## src/rtl/orion_mem_stage.sv

```systemverilog
// Orion RV32I memory stage: issues data-memory loads/stores over a valid/ack bus
// and produces the registered writeback bundle plus a forwarding copy for decode.
package orion_types;
  localparam int XLEN  = 32;
  localparam int ADDRW = 32;
  localparam int MASKW = 4;
  localparam int DATAW = 32;

  // ld_str_type follows the RV32I funct3 encoding: [1:0] = size, [2] = unsigned
  localparam logic [2:0] LS_B  = 3'b000;
  localparam logic [2:0] LS_H  = 3'b001;
  localparam logic [2:0] LS_W  = 3'b010;
  localparam logic [2:0] LS_BU = 3'b100;
  localparam logic [2:0] LS_HU = 3'b101;

  typedef struct packed {
    logic [31:0]     pc;
    logic [31:0]     instr;
    logic            rd_we;
    logic [XLEN-1:0] rd_v;
  } debug_t;

  typedef struct packed {
    logic            valid;
    logic [4:0]      rd_s;
    logic            rd_we;
    logic [XLEN-1:0] rd_v;
    logic            is_load;
    logic            is_store;
    logic [2:0]      ld_str_type;
    debug_t          debug;
  } ex_mem_t;

  typedef struct packed {
    logic            valid;
    logic [4:0]      rd_s;
    logic            rd_we;
    logic [XLEN-1:0] rd_v;
    debug_t          debug;
  } mem_wb_t;

  typedef struct packed {
    logic            valid;
    logic            rd_we;
    logic [4:0]      rd_s;
    logic [XLEN-1:0] rd_v;
  } mem_id_t;
endpackage

module orion_mem_stage
  import orion_types::*;
(
  input  logic             clk,
  input  logic             rst_n,
  input  ex_mem_t          ex_mem_i,
  input  logic [XLEN-1:0]  ex_mem_sdata_i,
  output logic             ex_mem_ready_o,
  output mem_wb_t          mem_wb_o,
  output mem_id_t          mem_id_o,
  output logic             misalign_o,
  output logic [ADDRW-1:0] dmem_addr_o,
  output logic             dmem_valid_o,
  output logic             dmem_we_o,
  output logic [MASKW-1:0] dmem_mask_o,
  output logic [DATAW-1:0] dmem_wdata_o,
  input  logic [DATAW-1:0] dmem_rdata_i,
  input  logic             dmem_ack_i
);

  typedef enum logic {IDLE, BUSY} state_t;

  state_t           state;
  mem_wb_t          wb_q;
  logic             misalign_q;
  logic [ADDRW-1:0] dmem_addr_q;
  logic             dmem_valid_q;
  logic             dmem_we_q;
  logic [MASKW-1:0] dmem_mask_q;
  logic [DATAW-1:0] dmem_wdata_q;
  logic [4:0]       rd_s_q;
  logic             rd_we_q;
  logic [2:0]       type_q;
  logic             is_load_q;
  logic [1:0]       off_q;
  debug_t           dbg_q;

  logic             transfer;
  logic             is_mem;
  logic [1:0]       off;
  logic             misaligned;
  logic [DATAW-1:0] st_wdata;
  logic [MASKW-1:0] st_mask;
  logic [7:0]       ld_byte;
  logic [15:0]      ld_half;
  logic [XLEN-1:0]  ld_data;
  logic             nm_we;
  logic             bus_we;
  mem_wb_t          idle_wb;
  mem_wb_t          busy_wb;

  assign transfer   = ex_mem_i.valid && (state == IDLE);
  assign is_mem     = ex_mem_i.is_load || ex_mem_i.is_store;
  assign off        = ex_mem_i.rd_v[1:0];
  assign misaligned = is_mem &&
                      (((ex_mem_i.ld_str_type[1:0] == 2'b01) && off[0]) ||
                       ((ex_mem_i.ld_str_type[1:0] == 2'b10) && (off != 2'b00)));

  // Stores replicate the data across all lanes so the mask alone selects the bytes
  always_comb begin
    st_wdata = ex_mem_sdata_i;
    st_mask  = 4'hF;
    if (ex_mem_i.is_store) begin
      case (ex_mem_i.ld_str_type[1:0])
        2'b00: begin
          st_wdata = {4{ex_mem_sdata_i[7:0]}};
          st_mask  = 4'b0001 << off;
        end
        2'b01: begin
          st_wdata = {2{ex_mem_sdata_i[15:0]}};
          st_mask  = 4'b0011 << off;
        end
        default: ;
      endcase
    end else begin
      st_wdata = '0;
    end
  end

  assign ld_byte = dmem_rdata_i[{off_q, 3'b000} +: 8];
  assign ld_half = dmem_rdata_i[{off_q[1], 4'b0000} +: 16];

  always_comb begin
    ld_data = dmem_rdata_i;
    case (type_q)
      LS_B:    ld_data = {{24{ld_byte[7]}}, ld_byte};
      LS_BU:   ld_data = {24'd0, ld_byte};
      LS_H:    ld_data = {{16{ld_half[15]}}, ld_half};
      LS_HU:   ld_data = {16'd0, ld_half};
      default: ld_data = dmem_rdata_i;
    endcase
  end

  assign nm_we  = !is_mem && ex_mem_i.rd_we && (ex_mem_i.rd_s != 5'd0);
  assign bus_we = is_load_q && rd_we_q && (rd_s_q != 5'd0);

  // Results retired straight from IDLE: ALU pass-through or a dropped misaligned access
  always_comb begin
    idle_wb             = '0;
    idle_wb.valid       = 1'b1;
    idle_wb.rd_s        = ex_mem_i.rd_s;
    idle_wb.rd_we       = nm_we;
    idle_wb.rd_v        = ex_mem_i.rd_v;
    idle_wb.debug       = ex_mem_i.debug;
    idle_wb.debug.rd_v  = ex_mem_i.rd_v;
    idle_wb.debug.rd_we = nm_we;
  end

  always_comb begin
    busy_wb             = '0;
    busy_wb.valid       = 1'b1;
    busy_wb.rd_s        = rd_s_q;
    busy_wb.rd_we       = bus_we;
    busy_wb.rd_v        = is_load_q ? ld_data : {dmem_addr_q[ADDRW-1:2], off_q};
    busy_wb.debug       = dbg_q;
    busy_wb.debug.rd_v  = busy_wb.rd_v;
    busy_wb.debug.rd_we = bus_we;
  end

  always_ff @(posedge clk) begin
    if (!rst_n) begin
      state        <= IDLE;
      wb_q         <= '0;
      misalign_q   <= 1'b0;
      dmem_addr_q  <= '0;
      dmem_valid_q <= 1'b0;
      dmem_we_q    <= 1'b0;
      dmem_mask_q  <= '0;
      dmem_wdata_q <= '0;
      rd_s_q       <= '0;
      rd_we_q      <= 1'b0;
      type_q       <= '0;
      is_load_q    <= 1'b0;
      off_q        <= '0;
      dbg_q        <= '0;
    end else begin
      wb_q.valid <= 1'b0;
      misalign_q <= 1'b0;
      case (state)
        IDLE: begin
          if (transfer) begin
            if (!is_mem || misaligned) begin
              wb_q       <= idle_wb;
              misalign_q <= misaligned;
            end else begin
              rd_s_q       <= ex_mem_i.rd_s;
              rd_we_q      <= ex_mem_i.rd_we;
              type_q       <= ex_mem_i.ld_str_type;
              is_load_q    <= ex_mem_i.is_load;
              off_q        <= off;
              dbg_q        <= ex_mem_i.debug;
              dmem_addr_q  <= {ex_mem_i.rd_v[ADDRW-1:2], 2'b00};
              dmem_valid_q <= 1'b1;
              dmem_we_q    <= ex_mem_i.is_store;
              dmem_mask_q  <= st_mask;
              dmem_wdata_q <= st_wdata;
              state        <= BUSY;
            end
          end
        end
        BUSY: begin
          if (dmem_ack_i) begin
            wb_q         <= busy_wb;
            dmem_valid_q <= 1'b0;
            state        <= IDLE;
          end
        end
        default: state <= IDLE;
      endcase
    end
  end

  assign ex_mem_ready_o = (state == IDLE);
  assign mem_wb_o       = wb_q;
  assign misalign_o     = misalign_q;
  assign dmem_addr_o    = dmem_addr_q;
  assign dmem_valid_o   = dmem_valid_q;
  assign dmem_we_o      = dmem_we_q;
  assign dmem_mask_o    = dmem_mask_q;
  assign dmem_wdata_o   = dmem_wdata_q;

  assign mem_id_o.valid = wb_q.valid;
  assign mem_id_o.rd_we = wb_q.rd_we;
  assign mem_id_o.rd_s  = wb_q.rd_s;
  assign mem_id_o.rd_v  = wb_q.rd_v;

endmodule

```

## config.mk

```make
export PLATFORM = sky130hd
export DESIGN_NAME = orion_mem_stage
export DESIGN_NICKNAME = d
export VERILOG_FILES = /design/src/rtl/orion_mem_stage.sv
export SDC_FILE = /design/constraint.sdc
export NUM_CORES = 1
export LEC_CHECK = 0
export ABC_AREA = 1
export CAP_MARGIN = 20
export CORE_AREA = 3 3 177 179
export CTS_BUF_LIST = sky130_fd_sc_hd__clkbuf_8
export CTS_CLUSTER_SIZE = 25
export DETAILED_ROUTE_END_ITERATION = 8
export DIE_AREA = 0 0 180 182
export PLACE_DENSITY = 0.73
export SETUP_SLACK_MARGIN = 0.4
export SYNTH_ARGS = -nofsm -noshare
export SYNTH_HDL_FRONTEND = slang
export SYNTH_SLANG_ARGS = --single-unit
```

## constraint.sdc

```tcl
create_clock -name clk -period 3.39 [get_ports clk]
set_input_delay 0.339 -clock clk [delete_from_list [all_inputs] [get_ports clk]]
set_output_delay 0.339 -clock clk [all_outputs]
set_load 0.005 [all_outputs]
```

Word level (Yosys, flattened, before mapping) --
Index checks and enable logic that the tools add are counted.
Operators by class: div/mod/pow operators 0, reductions and logical operators 21, add/sub/neg operators 0, $mul 0, magnitude comparators 0, bitwise gates (word level) 4, equal/unequal tests 9, shift-type cells 4, muxes and demuxes 18
Operators by type and width (count):
- $mux W136 | 3
- $pmux W136 S2 | 1
- $pmux W32 S4 | 1
- $mux W32 | 2
- $pmux W32 S2 | 1
- $shiftx A32 B6 Y16 | 1
- $shiftx A32 B6 Y8 | 1
- $reduce_bool A5 Y1 | 2
- $reduce_and A3 Y1 | 3
- $logic_and A1 B1 Y1 | 8
- $pmux W4 S2 | 1
- $eq A3 B3 Y1 const B | 2
- $mux W1 | 6
- $mux W4 | 1
- $ne A2 B1 Y1 const B | 2
- $ne A2 B2 Y1 const B | 2
- $not A1 Y1 | 4
- $pmux W1 S2 | 2
- $reduce_or A4 Y1 | 1
- $shl A1 B2 Y4 const A | 1
- $shl A2 B2 Y4 const A | 1
- $eq A3 B1 Y1 const B | 1
- $logic_not A3 Y1 | 1
- $logic_or A1 B1 Y1 | 3
- 5 further kinds | 5
Word-level totals: input port bits 208, memory bits (writable) 0, latch bits 0, output and inout port bits 247, bits in read-only memories 0, flip-flop bits (word level) 282, memories 0, word-level logic and storage cells 78

Longest topological paths before layout --
word-level depth 8, mapped depth 12, gate-level depth less buffers 11

Least setup slack after synthesis --
OpenSTA, ideal clock, no wires.
kind input-to-reg, from input ex_mem_i[102] (netlist name), to register wb_q (netlist bit mem_wb_o[50]), library setup time 128 ps, data arrival time 1394 ps, stages 12, slack 1869 ps, path through inv_1 > nand2_1 > nand2_1 > nand3_4 > nand2_4 > inv_2 > buf_6 > buf_6 > nand2_1 > o21ai_1 > a21oi_1 > nor2_1
On the way: word-level cells in the longest chain between the ends 7, elaborated cells between the ends (all ways) 8, those cells by class eq/ne (1); reduce/logical (7)
RTL lines:
- start: declaration | line 55 | input ex_mem_t ex_mem_i,
- $reduce_bool A2 Y1 | line 106 | ((ex_mem_i.ld_str_type[1:0] == 2'b10) && (off != 2'b00)));
- $logic_and A1 B1 Y1 | line 106
- $logic_or A1 B1 Y1 * | line 105 | (((ex_mem_i.ld_str_type[1:0] == 2'b01) && off[0]) ||
- $logic_and A1 B1 Y1 * | line 104 | assign misaligned = is_mem &&
- $logic_or A1 B1 Y1 * | line 191 | if (!is_mem || misaligned) begin
- $ne A2 B1 Y1 (no source line) *
- $reduce_and A3 Y1 (no source line) *
- end signal: assignment | line 192 | wb_q <= idle_wb;
- end signal: assignment | line 212 | wb_q <= busy_wb;
- end: declaration | line 73 | mem_wb_t wb_q;
Every way passes the cells marked *; elsewhere a longest branch is shown, timed or not. A chain may end at the register's enable or synchronous reset.

Worst setup path after layout --
from register type_q[1], to register wb_q (netlist bit mem_id_o[6])
On the way: word-level cells in the longest chain between the ends 5, elaborated cells between the ends (all ways) 8, those cells by class eq/ne (3); mux (4); reduce/logical (1)
RTL lines:
- start: declaration | line 82 | logic [2:0] type_q;
- start signal: assignment | line 197 | type_q <= ex_mem_i.ld_str_type;
- $eq A3 B3 Y1, or another cell as far along | line 134 | case (type_q)
- $pmux W32 S4 * | line 134
- $mux W32 * | line 163 | busy_wb.rd_v = is_load_q ? ld_data : {dmem_addr_q[ADDRW-1:2], off_q};
- $mux W136 * | line 211 | if (dmem_ack_i) begin
- $pmux W136 S2 * | line 188 | case (state)
Every way passes the cells marked *; elsewhere a longest branch is shown, timed or not. The select of a mux whose other input is x is not followed.

==> metrics.yaml <==
outcome:
  status: "completed"
final_layout:
  final_common_cell: "clkdlybuf4s50_1"
  final_net_count: 2118
  areaGrowthSynthToFinish_pct: 42.7
  final_util_pct: 53.8
  most-common-layout-cells: "418 x clkdlybuf4s50_1, 411 x nand2_1, 249 x dfxtp_1"
  drive_gt1_share_pct: 5.51
  final.fill_count: 2805
  multiInputGateArea_sq_um: 4750
  fin_cells: 2334
  seqCellArea_sq_um: 4980
placed_design:
  gp_congestion: 0.859
  dp_hpwl_microns: 27300
  place.port_buffers: 419
  dp_cells: 2254
setup_path:
  r2r_cells: 9
  worst-path-buf-inv: 3
  endpoint_kind: "register"
  critPathRequiredTime_ps: 3870
  crit_cells: 9
  critPathKind: "register to register"
  startpoint: "type_q[1]"
  regToRegStartpoint: "type_q[1]"
  crit_chain: "buf_4 > inv_1 > buf_4 > nand2_1 > nand2_1 > a21oi_1 > o21ai_0 > a21oi_1 > nor2_1"
  cp_slowest_cell: "o21ai_0"
  start_kind: "register"
  crit_family: "compound AO/OA/AOI/OAI gates"
  cpPeakStageDelay_ps: 440
  worst-path-max-fanout: 26
  arrival_ps: 2690
logic_synthesis:
  yosys.area.top_type: "dfxtp_1"
  ys_seq_area_share_pct: 44.5
  synthTopCellsByArea: "dfxtp_1 44%, nand2_1 14%, a21oi_1 8.3%"
  synth_area_sq_um: 11200
  synth_top_area_share_pct: 44.5
  synthDistinctLibCells: 32
  yosysWarnings: 0
  ys_ff_latch: 249
  syn_inst: 1596
  postSynthAreaPerCell_sq_um: 7.02
global_routing:
  grt_usage_pct: 23.0
  overflow: 0
  grt_pass1_wl_microns: 61600
  grt_pass1_vias: 11200
  antenna_found_initial: 3
  grt_start_max_net_pins: 80
clocking:
  clk_pin_slew_ps: 60
  insertion_delay_ps: 550
  hold_buffers: 0
  cts_buffers: 44
  cts_resized: 0
  cts_tree: "built"
  clock-sinks: 249
  clockRootBuffer: "clkbuf_8"
  htree_levels: 2
  post_cts_buffers: 0
  cts.path.max_buffers: 3
floorplanning:
  die_y_microns: 182
  die_w_microns: 180
  ios: 455
  start_util_pct: 37.7
  die-area_sq_um: 32800
  std_cell_rows: 63
  core_area_sq_um: 29700
timing:
  rsz0062_at_grt: "false"
  finClkSkew_ps: 13.7
  max_freq_mhz: 451
  setup_tns_ps: 0
  drv_slew: 0
  hold_viol: 0
  min_period_over_period_pct: 65.4
  holdWs_ps: 260
  slew_headroom_pct: 29.9
  period_minus_slack_ps: 2220
  worst_pin_slew_ps: 1040
  setup_viol: 0
drt:
  drtPass1Iterations: 5
  drtIter0Drc: 729
  drc: 0
  drt-total-wl_microns: 39600
  viasPerCell: 5.02
  via_count: 11700
  post_drt_wl_per_cell_microns: 17.0
  ant_nets: 0
min_path:
  hold_class: "input port to register"
  hold_start: "rst_n"
  hold_depth: 3
power:
  p_leak_nw: 6.31
  p_per_area_nw_per_um2: 476
  ir_drop_mv: 0.317
  p_total_mw: 7.61
flow_run:
  cap_viol_max_count: 0
[flip-flops by register name (all words and copies together), names as in the netlist]
signal and cells:
type_q 3, dmem_addr_o 30, dmem_we_o 1, state 1, off_q 2, rd_we_q 1
dmem_wdata_o 32, mem_id_o 39, mem_wb_o 64, dmem_valid_o 1, busy_wb 64, rd_s_q 5
is_load_q 1, misalign_o 1, dmem_mask_o 4
[cells by family (layout without fill, tap and decap cells)]
group / after synthesis / after routing / synth area share, %
simple gates: 623 / 623 / 21.9
compound gates: 434 / 434 / 20.4
buf+inv: 289 / 633 / 13.2
flops: 249 / 249 / 44.5
other cells: 1 / 5 / 0.0335
[through the flow]
stage                     worst slack, ps  area [sq um]
final                                1170         16000
after global routing                 1030         16000
after CTS                            1200         16000
after detailed placement              756         15100
after global placement                832         15100
after floorplan                      1870         11200
[final timing paths]
path	endpoint	slack (ps)
worst min-delay path	dmem_addr_o[8]	260
worst min register to register	busy_wb[90]	450
worst max register to register	mem_id_o[6]	1170
worst max-delay path	mem_id_o[6]	1170
[worst register-to-register path, delay by kind of cell, from the launching register on]
kind	cells	cell delay (ps)
flops	1	290
compound gates	3	660
simple gates	3	550
buf+inv	3	650
[synthesized netlist by cell type]
| cell | instances |
|---|---|
| o21ai_1 | 17 |
| inv_4 | 1 |
| inv_2 | 4 |
| o22a_1 | 6 |
| buf_6 | 7 |
| clkbuf_1 | 61 |
| nand2_1 | 412 |
| nand2_4 | 2 |
| nand3b_1 | 2 |
| a211oi_2 | 1 |
| nor2_8 | 1 |
| nand3_4 | 1 |
| and2_1 | 1 |
| o21ai_0 | 176 |
| conb_1 | 1 |
| buf_2 | 24 |
| o21a_1 | 4 |
| o211ai_1 | 14 |
| o22ai_1 | 2 |
| nand3_1 | 17 |
| a31oi_1 | 29 |
| nor3_1 | 5 |
| buf_4 | 82 |
| nor2_1 | 170 |
| buf_1 | 1 |
| or2_2 | 7 |
| nand4_1 | 3 |
| nand2_2 | 2 |
| clkinv_1 | 1 |
| dfxtp_1 | 249 |
| inv_1 | 108 |
| a21oi_1 | 185 |
[cell type report]
type                       instances  share of cell area, %
clock inverter                    22                  0.924
sequential                       249                   31.2
multi-input combinational       1059                   29.7
inverter                         114                   2.75
clock buffer                      55                   4.74
antenna                            3                 0.0470
tap                              390                   3.05
timing repair buffer             442                   27.6
[layer usage]
| layer | track usage [%] | wire, microns | vias up |
|---|---|---|---|
| li1 | - | - | 5712 |
| met1 | 27.2 | 15800 | 5394 |
| met2 | 39.2 | 18900 | 510 |
| met3 | 6.97 | 3470 | 102 |
| met4 | 9.25 | 1470 | 2 |
| met5 | 0 | 10 | - |
[report_power, final]
part | switching, mW | leakage (nW) | internal (mW)
clock network | 1.27 | 0.520 | 1.61
logic | 0.741 | 3.74 | 0.723
registers | 0.129 | 2.04 | 3.14
total | 2.14 | 6.31 | 5.47
Power figures use the tool's default switching activity.
